### config.mk
export PLATFORM = sky130hd
export DESIGN_NAME = alu_seq_msp430_flat
export DESIGN_NICKNAME = d
export VERILOG_FILES = /design/src/rtl/alu_seq_msp430_if.sv /design/src/rtl/alu_seq_msp430.sv /design/src/flat_wrapper.sv
export SDC_FILE = /design/constraint.sdc
export NUM_CORES = 1
export LEC_CHECK = 0
export ABC_AREA = 1
export CORE_MARGIN = 5
export CORE_UTILIZATION = 40
export CTS_CLUSTER_DIAMETER = 30
export DETAILED_ROUTE_END_ITERATION = 8
export REMOVE_ABC_BUFFERS = 1
export SLEW_MARGIN = 5
export SYNTH_ARGS = -nofsm -noshare
export SYNTH_HDL_FRONTEND = slang
export SYNTH_SLANG_ARGS = --single-unit
### constraint.sdc
create_clock -name clk -period 8.59 [get_ports clk]
set_clock_uncertainty 0.2 [all_clocks]
set_input_delay 2.577 -clock clk [delete_from_list [all_inputs] [get_ports clk]]
set_output_delay 2.577 -clock clk [all_outputs]
set_load 0.005 [all_outputs]
### src/rtl/alu_seq_msp430_if.sv
// Operand/result handshake bundle between operand fetch, the ALU and write-back.
// Latency: none, wires only.
// Backpressure: in_valid/in_ready on the request side, out_valid/out_ready on the result side.
interface alu_seq_msp430_if #(parameter int WIDTH = 16);
  logic             in_valid;
  logic             in_ready;
  logic [3:0]       op;
  logic             bw;
  logic [WIDTH-1:0] a;
  logic [WIDTH-1:0] b;
  logic             out_valid;
  logic             out_ready;
  logic [WIDTH-1:0] result;
  logic [WIDTH-1:0] result_hi;
  logic             out_we;

  modport master (
    output in_valid, op, bw, a, b, out_ready,
    input  in_ready, out_valid, result, result_hi, out_we
  );

  modport slave (
    input  in_valid, op, bw, a, b, out_ready,
    output in_ready, out_valid, result, result_hi, out_we
  );
endinterface

### src/rtl/alu_seq_msp430.sv
// Registered MSP430-style ALU with byte mode, N/Z/C/V status register, BCD add and shift-add multiply.
// Latency: 1 cycle for simple ops, W/4+1 for DADD, W+1 for MUL (W = 8 in byte mode, else WIDTH).
// Backpressure: result held in DONE until out_ready; a new request can be taken in that same cycle.
module alu_seq_msp430 #(
  parameter int WIDTH = 16
) (
  input  logic       clk,
  input  logic       rst_n,
  alu_seq_msp430_if.slave io,
  output logic [3:0] flags,
  input  logic       sr_we,
  input  logic [3:0] sr_wdata,
  output logic       busy
);
  localparam int CW = $clog2(WIDTH + 1);

  localparam logic [3:0] OP_ADD  = 4'd0;
  localparam logic [3:0] OP_ADDC = 4'd1;
  localparam logic [3:0] OP_SUB  = 4'd2;
  localparam logic [3:0] OP_SUBC = 4'd3;
  localparam logic [3:0] OP_CMP  = 4'd4;
  localparam logic [3:0] OP_DADD = 4'd5;
  localparam logic [3:0] OP_BIT  = 4'd6;
  localparam logic [3:0] OP_BIC  = 4'd7;
  localparam logic [3:0] OP_BIS  = 4'd8;
  localparam logic [3:0] OP_XOR  = 4'd9;
  localparam logic [3:0] OP_AND  = 4'd10;
  localparam logic [3:0] OP_MUL  = 4'd11;

  typedef enum logic [1:0] {S_IDLE, S_DADD, S_MUL, S_DONE} state_t;

  state_t             state, state_nxt;
  logic [WIDTH-1:0]   result_q, result_hi_q, wa, wb;
  logic [2*WIDTH-1:0] mcand, prod, pnext;
  logic [CW-1:0]      cnt, dlast, mlast;
  logic [3:0]         flags_q, alu_flags;
  logic               we_q, wbw, dcarry, accept;

  // sign bit of a value at the effective width
  function automatic logic msb(input logic [WIDTH-1:0] x, input logic bm);
    return bm ? x[7] : x[WIDTH-1];
  endfunction

  assign accept       = io.in_valid && io.in_ready;
  assign io.in_ready  = (state == S_IDLE) || (state == S_DONE && io.out_ready);
  assign io.out_valid = (state == S_DONE);
  assign io.result    = result_q;
  assign io.result_hi = result_hi_q;
  assign io.out_we    = we_q;
  assign flags        = flags_q;
  assign busy         = (state == S_DADD) || (state == S_MUL);
  assign dlast        = wbw ? CW'(1) : CW'(WIDTH/4 - 1);
  assign mlast        = wbw ? CW'(7) : CW'(WIDTH - 1);

  // single-cycle ops: operands truncated to the effective width, subtraction as A + ~B + cin
  logic [WIDTH-1:0] mask, at, bt, bsel, alu_res;
  logic [WIDTH:0]   sum;
  logic             cin, alu_c, alu_v, alu_upd, alu_we;
  always_comb begin
    mask = io.bw ? WIDTH'(8'hFF) : '1;
    at   = io.a & mask;
    bt   = io.b & mask;
    bsel = (io.op inside {OP_SUB, OP_SUBC, OP_CMP}) ? (~io.b & mask) : bt;
    case (io.op)
      OP_ADDC, OP_SUBC: cin = flags_q[1];
      OP_SUB, OP_CMP:   cin = 1'b1;
      default:          cin = 1'b0;
    endcase
    sum     = {1'b0, at} + {1'b0, bsel} + (WIDTH+1)'(cin);
    alu_res = '0;
    alu_c   = 1'b0;
    alu_v   = 1'b0;
    alu_upd = 1'b1;
    alu_we  = 1'b1;
    case (io.op)
      OP_ADD, OP_ADDC, OP_SUB, OP_SUBC, OP_CMP: begin
        alu_res = sum[WIDTH-1:0] & mask;
        alu_c   = io.bw ? sum[8] : sum[WIDTH];
        alu_v   = (msb(at, io.bw) == msb(bsel, io.bw)) && (msb(alu_res, io.bw) != msb(at, io.bw));
        alu_we  = (io.op != OP_CMP);
      end
      OP_AND, OP_BIT: begin
        alu_res = at & bt;
        alu_c   = |alu_res;
        alu_we  = (io.op != OP_BIT);
      end
      OP_XOR: begin
        alu_res = at ^ bt;
        alu_c   = |alu_res;
        alu_v   = msb(at, io.bw) & msb(bt, io.bw);
      end
      OP_BIC: begin
        alu_res = at & ~bt;
        alu_upd = 1'b0;
      end
      OP_BIS: begin
        alu_res = at | bt;
        alu_upd = 1'b0;
      end
      default: begin
        alu_upd = 1'b0;
        alu_we  = 1'b0;
      end
    endcase
    alu_flags = {msb(alu_res, io.bw), (alu_res == '0), alu_c, alu_v};
  end

  // one BCD digit per cycle from the low nibbles of the shifting operands; multiply partial sum
  logic [4:0]       dsum;
  logic [3:0]       ddig;
  logic             dcout;
  logic [WIDTH-1:0] dres;
  always_comb begin
    dsum = {1'b0, wa[3:0]} + {1'b0, wb[3:0]} + 5'(dcarry);
    if (dsum > 5'd9) begin
      ddig  = 4'(dsum + 5'd6);
      dcout = 1'b1;
    end else begin
      ddig  = dsum[3:0];
      dcout = 1'b0;
    end
    dres = result_q;
    for (int i = 0; i < WIDTH/4; i++)
      if (cnt == CW'(i)) dres[4*i +: 4] = ddig;
    pnext = prod + (wb[0] ? mcand : '0);
  end

  // state register
  always_ff @(posedge clk or negedge rst_n) begin
    if (!rst_n) state <= S_IDLE;
    else        state <= state_nxt;
  end

  // next state: a new accept (IDLE, or DONE with out_ready) dispatches on the opcode
  always_comb begin
    state_nxt = state;
    case (state)
      S_DADD:  if (cnt == dlast) state_nxt = S_DONE;
      S_MUL:   if (cnt == mlast) state_nxt = S_DONE;
      S_DONE:  if (io.out_ready) state_nxt = S_IDLE;
      default: state_nxt = state;
    endcase
    if (accept)
      state_nxt = (io.op == OP_DADD) ? S_DADD : (io.op == OP_MUL) ? S_MUL : S_DONE;
  end

  // datapath and status register; an external SR write overrides any op-driven update
  always_ff @(posedge clk or negedge rst_n) begin
    if (!rst_n) begin
      result_q    <= '0;
      result_hi_q <= '0;
      we_q        <= 1'b0;
      flags_q     <= '0;
      wa          <= '0;
      wb          <= '0;
      mcand       <= '0;
      prod        <= '0;
      cnt         <= '0;
      wbw         <= 1'b0;
      dcarry      <= 1'b0;
    end else begin
      if (accept) begin
        wbw <= io.bw;
        cnt <= '0;
        case (io.op)
          OP_DADD: begin
            wa          <= at;
            wb          <= bt;
            dcarry      <= flags_q[1];
            result_q    <= '0;
            result_hi_q <= '0;
            we_q        <= 1'b1;
          end
          OP_MUL: begin
            mcand       <= {{WIDTH{1'b0}}, at};
            wb          <= bt;
            prod        <= '0;
            result_q    <= '0;
            result_hi_q <= '0;
            we_q        <= 1'b1;
          end
          default: begin
            result_q    <= alu_res;
            result_hi_q <= '0;
            we_q        <= alu_we;
            if (alu_upd) flags_q <= alu_flags;
          end
        endcase
      end else if (state == S_DADD) begin
        result_q <= dres;
        wa       <= wa >> 4;
        wb       <= wb >> 4;
        dcarry   <= dcout;
        cnt      <= cnt + CW'(1);
        if (cnt == dlast) flags_q <= {msb(dres, wbw), (dres == '0), dcout, 1'b0};
      end else if (state == S_MUL) begin
        prod  <= pnext;
        mcand <= mcand << 1;
        wb    <= wb >> 1;
        cnt   <= cnt + CW'(1);
        if (cnt == mlast) begin
          result_q    <= wbw ? WIDTH'(pnext[7:0])  : pnext[WIDTH-1:0];
          result_hi_q <= wbw ? WIDTH'(pnext[15:8]) : pnext[2*WIDTH-1:WIDTH];
        end
      end
      if (sr_we) flags_q <= sr_wdata;
    end
  end
endmodule

### src/flat_wrapper.sv
// flat-port wrapper written by rule: the top's interface ports become plain ports
module alu_seq_msp430_flat 
#(
  parameter int WIDTH = 16
)
  (clk, rst_n, flags, sr_we, sr_wdata, busy, io_in_valid, io_op, io_bw, io_a, io_b, io_out_ready, io_in_ready, io_out_valid, io_result, io_result_hi, io_out_we);
  alu_seq_msp430_if #(.WIDTH(WIDTH)) io_i ();
  input  logic clk;
  input  logic rst_n;
  output logic [3:0] flags;
  input  logic sr_we;
  input  logic [3:0] sr_wdata;
  output logic busy;
  input wire logic [$bits(io_i.in_valid)-1:0] io_in_valid;
  input wire logic [$bits(io_i.op)-1:0] io_op;
  input wire logic [$bits(io_i.bw)-1:0] io_bw;
  input wire logic [$bits(io_i.a)-1:0] io_a;
  input wire logic [$bits(io_i.b)-1:0] io_b;
  input wire logic [$bits(io_i.out_ready)-1:0] io_out_ready;
  output wire logic [$bits(io_i.in_ready)-1:0] io_in_ready;
  output wire logic [$bits(io_i.out_valid)-1:0] io_out_valid;
  output wire logic [$bits(io_i.result)-1:0] io_result;
  output wire logic [$bits(io_i.result_hi)-1:0] io_result_hi;
  output wire logic [$bits(io_i.out_we)-1:0] io_out_we;
  assign io_i.in_valid = io_in_valid;
  assign io_i.op = io_op;
  assign io_i.bw = io_bw;
  assign io_i.a = io_a;
  assign io_i.b = io_b;
  assign io_i.out_ready = io_out_ready;
  assign io_in_ready = io_i.in_ready;
  assign io_out_valid = io_i.out_valid;
  assign io_result = io_i.result;
  assign io_result_hi = io_i.result_hi;
  assign io_out_we = io_i.out_we;
  alu_seq_msp430 #(.WIDTH(WIDTH)) u_core (.clk(clk), .rst_n(rst_n), .io(io_i), .flags(flags), .sr_we(sr_we), .sr_wdata(sr_wdata), .busy(busy));
endmodule
==> impl_metrics.tcl, run 1 <==
set metrics [dict create \
    outcome "finished clean" \
    end_kind "output port" \
    finalWirelength_um 38700 \
    root_buffer "clkbuf_16" \
    placed_area_sq_um 12800 \
    synth_xor_area_share_pct 2.55 \
    yosys_most_used_dff "dfrtp_1" \
    worstMarginPinSlew_ns 1.14 \
    drt_iter0_drc 883 \
    synth_area_sq_um 11700 \
    fmax_mhz 154 \
    synth_top_family_by_area "simple AND/OR/NAND/NOR gates" \
    synth_top_area_share_pct 30.4 \
    start_util_pct 40.6 \
    synth-seq-cells 142 \
    grt_antenna_before_repair 0 \
    fin_crit_sh_pct 75.7 \
    period_needed_ns 6.50 \
    fp.dieW_um 181 \
    dieArea_sq_um 32700 \
    hold_viol_final 0 \
    postSynthAreaPerCell_sq_um 6.83 \
    synth_seq_area_share_pct 30.4 \
    wl_per_cell_um 17.9 \
    final-setup-viol-count 0 \
    clk_latency_ns 0.44 \
    fill_cells 2958 \
    dp.final_hpwl_um 30700 \
    port_buffers 85 \
    cts_tree "built" \
    grt_overflow 0 \
    antenna_left 0 \
    arrival_ns 3.72 \
    cp.required_ns 5.81 \
    diodes 0 \
    cp_slowest_cell "clkdlybuf4s50_1" \
    gp_congestion 0.942 \
    cpMostUsedCell "clkdlybuf4s50_1" \
    cts_max_path_buffers 2 \
    ff_latch_area_sq_um 3550 \
    synth_mux_area_share_pct 0 \
    critPathKind "in2out" \
    core_sq_um 28800 \
    design_area_sq_um 13500 \
    hold_class "reg2reg" \
    cpPeakStageDelay_ns 0.52 \
    area_growth_syn_to_layout_pct 15.4 \
    synth_cells 1710 \
    num_vias 11500 \
    cap_violations 0 \
    path_clk_slew_ns 0.06 \
    cts.sinks 142 \
    first_pass_iters 8 \
    crit_fanout 2 \
    viasPerCell 5.30 \
    synth_fa_ha_area_share_pct 12.2 \
    synth_compound_area_share_pct 16.4 \
    totalPowerFinal_mw 4.73 \
    synth_cell_types 50 \
    multi_input_area_sq_um 6950 \
    p_leak_nw 6.92 \
    rsz0062_at_grt "no" \
    cts_made_buffers 17 \
    ctsResizeCount 0 \
    drc 0 \
    fin_setup_tns_ns 0 \
    power.density_nw_per_um2 351 \
    track_usage_pct 23.2 \
    grt_pass1_wl_um 61000 \
    path_cells "clkdlybuf4s50_1 -> inv_1 -> o21bai_2 -> clkdlybuf4s50_1" \
    synth_top_area_cell "dfrtp_1" \
    ys_warn_count 0 \
    fin_nets 1928 \
    h-tree-depth 4 \
    cp-start-kind "input pin" \
    synth_enable_flop_cells 0 \
    synth-simple-area-share_pct 28.3 \
    slew_headroom_pct 24.0 \
    die_h_um 181 \
    grt_max_degree 77 \
    slew_violations 0 \
    num_io_pins 86 \
    post_cts_buffers 0 \
    vdd_ir_drop_max_uv 153 \
    cts_hold_buf 0 \
    grt_pass1_vias 11100 \
    ys_top_cells_by_area "dfrtp_1, nand2_1, ha_1" \
    synthArstFlopShare_pct 100 \
    drive_gt1_share_pct 4.32 \
    rows 62 \
]
## cell usage after synthesis (2+ instances only)
master / n
nand2_1: 465
inv_1: 241
nor2_1: 160
dfrtp_1: 142
o21ai_0: 135
ha_1: 106
nand3_1: 98
a21oi_1: 60
a31oi_1: 35
o22ai_1: 34
clkbuf_1: 29
xor2_1: 27
nand4_1: 17
buf_2: 15
nor3_1: 12
a22o_1: 10
inv_2: 9
nand3b_1: 9
nor4_1: 9
o21bai_1: 9
nor2_2: 7
xnor2_1: 7
a21o_1: 6
a22oi_1: 6
a221oi_1: 5
fa_1: 5
nand2_4: 5
or2_2: 5
buf_1: 4
buf_4: 4
a211oi_1: 3
o2111ai_1: 3
o211ai_1: 3
o21ai_1: 3
o21ai_2: 3
o221ai_1: 3
a41oi_1: 2
and2_1: 2
## final timing paths
kind                       cells after the start  slack [ns]                 endpoint                   start
max                                            4        2.09              io_in_ready            io_out_ready
min                                            2        0.28   u_core.io.result_hi[1]  u_core.io.result_hi[1]
max reg2reg                                   15        4.73          u_core.flags[0]         u_core.state[0]
min reg2reg                                    2        0.28   u_core.io.result_hi[1]  u_core.io.result_hi[1]
max in group asynchronous                      2        4.77  u_core.io.result_hi[12]                   rst_n
min in group asynchronous                      1        1.95      u_core.io.result[0]                   rst_n
## sequential cells by signal, summed over array words and instances, names as in the netlist
| name | flops |
|---|---|
| u_core.cnt | 5 |
| u_core.dcarry | 1 |
| u_core.flags | 4 |
| u_core.io.out_we | 1 |
| u_core.io.result | 16 |
| u_core.io.result_hi | 16 |
| u_core.mcand | 32 |
| u_core.prod | 32 |
| u_core.state | 2 |
| u_core.wa | 16 |
| u_core.wb | 16 |
| u_core.wbw | 1 |
## placed cells by master (no fill, tap or decap), types with 6 or more instances in the layout
cell type / synthesis / layout
nand2_1: 465 / 465
inv_1: 241 / 240
nor2_1: 160 / 160
dfrtp_1: 142 / 142
o21ai_0: 135 / 135
ha_1: 106 / 106
nand3_1: 98 / 98
clkdlybuf4s50_1: 0 / 84
a21oi_1: 60 / 60
a31oi_1: 35 / 35
o22ai_1: 34 / 34
xor2_1: 27 / 27
nand4_1: 17 / 17
clkbuf_16: 0 / 17
nor3_1: 12 / 12
inv_2: 9 / 10
a22o_1: 10 / 10
buf_4: 4 / 10
o21bai_1: 9 / 9
nand3b_1: 9 / 9
nor4_1: 9 / 9
xnor2_1: 7 / 7
nor2_2: 7 / 7
a21o_1: 6 / 6
a22oi_1: 6 / 6
## where the power goes
part	switching, mW	leakage [nW]	internal [mW]
clock network	0.320	0.304	0.492
logic	1.81	4.81	0.943
registers	0.219	1.80	0.954
total	2.34	6.92	2.39
## critical path: cells and delay by family
kind                   cells  cell delay, ns
AOI/OAI and AO/OA          1            0.11
buffers and inverters      3            1.03
## area by class of cell
type / count / area share [%]
Timing Repair Buffer: 95 / 6.88
Inverter: 251 / 6.99
Sequential cell: 142 / 26.4
Multi-Input combinational cell: 1264 / 51.5
Clock buffer: 17 / 3.15
Tap cell: 384 / 3.56
Clock inverter: 14 / 1.56
## logic make-up (layout without fill, tap and decap cells)
family / Yosys count / in the layout
compound gates: 326 / 326
simple gates: 793 / 793
flops: 142 / 142
fa+ha+maj: 111 / 111
xor+xnor: 34 / 34
buf+inv: 304 / 377
## routing by layer
layer,global-route usage [%],part of all wire (%),vias to the layer above
li1,-,-,5700
met1,29.4,43,5372
met2,40.5,49,340
met3,2.45,4.5,73
met4,9.26,3.7,0
met5,0,0,-
## per-stage QoR
step / utilization [%] / worst slack (ns) / hold WS, ns / instances
2_1_floorplan: - / 2.36 / 0.253 / 1657
3_3_place_gp: 44.6 / 1.80 / 0.268 / 2136
3_5_place_dp: 44.6 / 1.76 / 0.273 / 2136
4_1_cts: 46.9 / 2.08 / 0.286 / 2167
5_1_grt: 46.9 / 1.81 / 0.295 / 2167
6_report: 46.9 / 2.09 / 0.282 / 2167
No activity file was read; power rests on OpenSTA's default activity.
==> inputs of run 2 (changes only) <==
==> constraint.sdc (replaced) <==
create_clock -name clk -period 6.1 [get_ports clk]
set_clock_uncertainty 0.2 [all_clocks]
set_input_delay 1.83 -clock clk [delete_from_list [all_inputs] [get_ports clk]]
set_output_delay 1.83 -clock clk [all_outputs]
set_load 0.005 [all_outputs]
==> run 2 against run 1 <==
Critical path depth up 16. Via count up 0.44%. Worst hold slack worse by 0.0024 ns. Non-clock buffer count up 8. Largest power group unchanged.
==> impl_metrics.tcl, run 2 (same netlist as run 1, synthesis figures left out) <==
set metrics [dict create \
    outcome "finished clean" \
    ctsResizeCount 0 \
    cts_made_buffers 17 \
    antenna_left 0 \
    hold_class "reg2reg" \
    rsz0062_at_grt "no" \
    h-tree-depth 4 \
    gp_congestion 0.983 \
    root_buffer "clkbuf_16" \
    hold_viol_final 0 \
    num_vias 11500 \
    worstMarginPinSlew_ns 0.850 \
    totalPowerFinal_mw 6.61 \
    cap_violations 0 \
    slew_violations 0 \
    clk_latency_ns 0.44 \
    grt_max_degree 66 \
    arrival_ns 5.28 \
    drc 0 \
    cp.required_ns 6.27 \
    drive_gt1_share_pct 4.80 \
    fp.dieW_um 181 \
    fin_setup_tns_ns 0 \
    crit_fanout 9 \
    area_growth_syn_to_layout_pct 15.5 \
    stdcell_count 2176 \
    core_sq_um 28800 \
    dp.cells 2144 \
    first_pass_iters 5 \
    cts_max_path_buffers 2 \
    mostFrequentLayoutCell "nand2_1" \
    drt_iter0_drc 752 \
    port_buffers 85 \
    cp-start-kind "input pin" \
    track_usage_pct 23.8 \
    slew_headroom_pct 43.3 \
    power.density_nw_per_um2 490 \
    path_clk_slew_ns 0.07 \
    viasPerCell 5.30 \
    ff_latch_area_sq_um 3550 \
    fin_crit_sh_pct 83.8 \
    period_needed_ns 5.11 \
    placed_area_sq_um 12900 \
    reg2reg_depth 20 \
    finish.utilization_pct 46.9 \
    top_regs "u_core.mcand x32, u_core.prod x32" \
    design_area_sq_um 13500 \
    timing.hold.worst_path_depth 2 \
    num_io_pins 86 \
    cts_hold_buf 0 \
    wl_per_cell_um 18.0 \
    layout_common_cells "nand2_1, inv_1, nor2_1" \
    rows 62 \
    grt_antenna_before_repair 0 \
    fin_nets 1936 \
    start_util_pct 40.6 \
    grt_pass1_vias 11300 \
    fmax_mhz 196 \
    grt_pass1_wl_um 62100 \
    post_cts_buffers 0 \
    multi_input_area_sq_um 6950 \
    finalWirelength_um 39300 \
    diodes 0 \
    end_kind "flop" \
    p_leak_nw 6.94 \
    dieArea_sq_um 32700 \
    cts.sinks 142 \
    fill_cells 2978 \
    vdd_ir_drop_max_uv 231 \
    final-setup-viol-count 0 \
    die_h_um 181 \
    critPathKind "in2reg" \
    grt_overflow 0 \
    dp.final_hpwl_um 31400 \
    cts_tree "built" \
]
run 2: changes by cell type in the layout (fill, tap and decap cells not counted):
cell,before,now
clkbuf_8,0,1
clkinv_2,0,1
inv_6,2,4
clkinv_4,4,2
inv_8,2,4
buf_4,10,18
bufinv_16,4,1
run 2: stage by stage:
stage | hold WS [ns] | worst slack, ns
2_1_floorplan | 0.253 | 0.620
3_3_place_gp | 0.266 | 0.640
3_5_place_dp | 0.266 | 0.549
4_1_cts | 0.284 | 0.993
5_1_grt | 0.314 | 0.592
6_report | 0.280 | 0.991
run 2: worst max-delay path: stages:
cell and delay (ns):
clkdlybuf4s50_1 0.50, nor2_1 0.25, nand2_1 0.14, nand2_1 0.33, nand2_1 0.12, fa_1 0.42, fa_1 0.41, inv_1 0.09
nand2_1 0.06, nand3_1 0.18, a21oi_1 0.09, o21ai_0 0.10, nand3_1 0.15, nor2_1 0.13, nand2_1 0.07, nor2_1 0.13
nand3_1 0.08, nand3_1 0.08, nand2_1 0.05, nand2_1 0.06
run 2: cell type report:
type | instances | share of cell area, %
multi-input combinational | 1264 | 51.5
sequential | 142 | 26.3
timing repair buffer | 103 | 7.32
inverter | 251 | 6.98
tap | 384 | 3.56
clock buffer | 18 | 3.25
clock inverter | 14 | 1.09
run 2: final timing paths:
check	from	endpoint	slack, ns
setup / recovery	io_op[0]	u_core.flags[2]	0.99
hold / removal	u_core.io.result_hi[3]	u_core.io.result_hi[3]	0.28
setup reg to reg	u_core.wb[0]	u_core.flags[2]	2.39
hold reg to reg	u_core.io.result_hi[3]	u_core.io.result_hi[3]	0.28
max in group asynchronous	rst_n	u_core.wa[9]	3.51
min in group asynchronous	rst_n	u_core.prod[1]	1.19
run 2: power by group:
| part | total [mW] | switching [mW] | internal [mW] |
|---|---|---|---|
| registers | 1.65 | 0.309 | 1.34 |
| logic | 3.90 | 2.55 | 1.35 |
| clock network | 1.06 | 0.473 | 0.589 |
run 2: per-layer routing:
layer / part of all wire, % / GRT usage [%]
met1: 43 / 29.2
met2: 50 / 43.2
met3: 3.7 / 2.33
met4: 3.4 / 8.80
met5: 0 / 0
==> inputs of run 3 (changes only) <==
==> constraint.sdc (replaced) <==
create_clock -name clk -period 5.3 [get_ports clk]
set_clock_uncertainty 0.2 [all_clocks]
set_input_delay 1.59 -clock clk [delete_from_list [all_inputs] [get_ports clk]]
set_output_delay 1.59 -clock clk [all_outputs]
set_load 0.005 [all_outputs]
==> run 3 against run 2 <==
Core utilization rose by 0.19 points. Count of clock-buffer cells in the layout fell by 1. Total power rose by 15%. Non-clock buffer count rose by 6. Setup slack got worse by 0.43 ns. Sequential cell count did not move. Final area rose by 0.41%. Worst hold slack improved by 0.0061 ns. Largest cell class unchanged. Critical path depth rose by 4.
==> impl_metrics.tcl, run 3 (same netlist as run 1, synthesis figures left out) <==
set metrics [dict create \
    cts_tree "built" \
    internal_power_mw 3.81 \
    cpPeakStageDelay_ns 0.56 \
    gp_congestion 0.970 \
    start_util_pct 40.6 \
    diodes 0 \
    num_vias 11500 \
    grt_pass1_vias 11400 \
    path_cells "clkdlybuf4s50_1 -> inv_2 -> nor2_1 -> nand2_1 -> o21ai_2 -> buf_4 -> xor2_1 -> inv_1 -> fa_1 -> inv_1 -> nand3_1 -> nand2_1 -> nand2_1 -> nand2_1 -> nand2_1 -> nand3_1 -> nand3_1 -> nor2_1 -> nand2_1 -> nor2_1 -> nand3_1 -> nand3_1 -> nand2_1 -> nand2_1" \
    cp.required_ns 5.47 \
    finalWirelength_um 39000 \
    hold_class "reg2reg" \
    die_h_um 181 \
    ctsResizeCount 0 \
    path_clk_slew_ns 0.06 \
    num_io_pins 86 \
    cts.sinks 142 \
    port_buffers 85 \
    dieArea_sq_um 32700 \
    rsz0062_at_grt "no" \
    crit_fanout 24 \
    min_to "u_core.io.result_hi[5]" \
    outcome "finished clean" \
    h-tree-depth 4 \
    cts_max_path_buffers 2 \
    r2r_setup_slack_ns 1.60 \
    hold_viol_final 0 \
    drive_gt1_share_pct 5.06 \
    top_regs "u_core.mcand x32, u_core.prod x32" \
    critPathLaunch "io_op[2]" \
    totalPowerFinal_mw 7.62 \
    rows 62 \
    root_buffer "clkbuf_16" \
    power.density_nw_per_um2 563 \
    min_from "u_core.io.result_hi[5]" \
    regToRegStartpoint "u_core.wb[0]" \
    track_usage_pct 23.7 \
    grt_overflow 0 \
    dp.final_hpwl_um 30800 \
    wl_per_cell_um 17.9 \
    fin_setup_tns_ns 0 \
    sw_frac_of_total_pct 50.0 \
    drc 0 \
    antenna_left 0 \
    fin_crit_sh_pct 89.4 \
    period_needed_ns 4.74 \
    clk_latency_ns 0.43 \
    core_sq_um 28800 \
    reg2reg_depth 20 \
    fmax_mhz 211 \
    area_growth_syn_to_layout_pct 16.0 \
    vdd_ir_drop_max_uv 291 \
    cp_slowest_cell "clkdlybuf4s50_1" \
    p_leak_nw 6.97 \
    arrival_ns 4.91 \
    cp-start-kind "input pin" \
    grt_antenna_before_repair 0 \
    first_pass_iters 6 \
    p_comb_share_pct 58.8 \
    clkPwrFrac_pct 16.1 \
    fin_nets 1942 \
    layout_common_cells "nand2_1, inv_1, nor2_1" \
    final-setup-viol-count 0 \
    slew_headroom_pct 44.9 \
    drt_iter0_drc 826 \
    mostFrequentLayoutCell "nand2_1" \
    worstMarginPinSlew_ns 0.827 \
    end_kind "flop" \
    p_sw_mw 3.81 \
    post_cts_buffers 0 \
    cap_violations 0 \
    critPathKind "in2reg" \
    grt_max_degree 84 \
    cts_hold_buf 0 \
    viasPerCell 5.28 \
    fp.dieW_um 181 \
    timing.hold.worst_path_depth 2 \
    p_seq_share_pct 25.0 \
    grt_pass1_wl_um 61600 \
    cpMostUsedCell "nand2_1" \
    cts_made_buffers 17 \
    r2r-end "u_core.flags[2]" \
    slew_violations 0 \
]
## run 3: layout make-up
class	count	area, sq um
Clock buffer	17	425
Clock inverter	14	159
Fill cell	2983	15200
Inverter	251	942
Multi-Input combinational cell	1264	6950
Sequential cell	142	3550
Tap cell	384	480
Timing Repair Buffer	109	1040
## run 3: power groups by stage
stage,clock network (mW),registers (mW),logic [mW]
after global placement,0,1.92,4.42
after detailed placement,0,1.92,4.45
final,1.23,1.91,4.49
after CTS,1.25,1.91,4.48
after floorplan,0,1.82,2.87
after global routing,1.30,1.96,5.02
## run 3: worst max-delay path: cells and delay by family
kind | cells | cell delay (ns)
simple gates | 16 | 1.40
buf+inv | 5 | 1.16
fa+ha+maj | 1 | 0.43
xor+xnor | 1 | 0.22
compound gates | 1 | 0.10
## run 3: per-stage QoR
stage | instances | hold slack [ns] | util [%] | area (sq um) | setup WS (ns)
2_1_floorplan | 1657 | 0.253 | - | 11400 | 0.0604
3_3_place_gp | 2150 | 0.267 | 45.1 | 13000 | 0.159
3_5_place_dp | 2150 | 0.271 | 45.1 | 13000 | 0.153
4_1_cts | 2181 | 0.289 | 47.1 | 13600 | 0.600
5_1_grt | 2181 | 0.299 | 47.1 | 13600 | 0.217
6_report | 2181 | 0.286 | 47.1 | 13600 | 0.564
## run 3: metal layers
layer  routed length [um]  global-route usage, %  up-vias  part of all wire [%]
met5                    0                      0        -                     0
met3                 1500                   2.92       71                   3.8
met1                16700                   29.3     5427                    43
met4                 1350                   9.04        0                   3.5
li1                     -                      -     5721                     -
met2                19400                   42.0      297                    50
## run 3: how the worst max path moves through the flow
stage,endpoint,slack [ns],cells after the start
after floorplan,u_core.mcand[10],0.06,8
after global placement,u_core.flags[2],0.16,22
after detailed placement,u_core.flags[2],0.15,22
after CTS,u_core.flags[2],0.60,22
after global routing,u_core.flags[2],0.22,23
final,u_core.flags[2],0.56,24
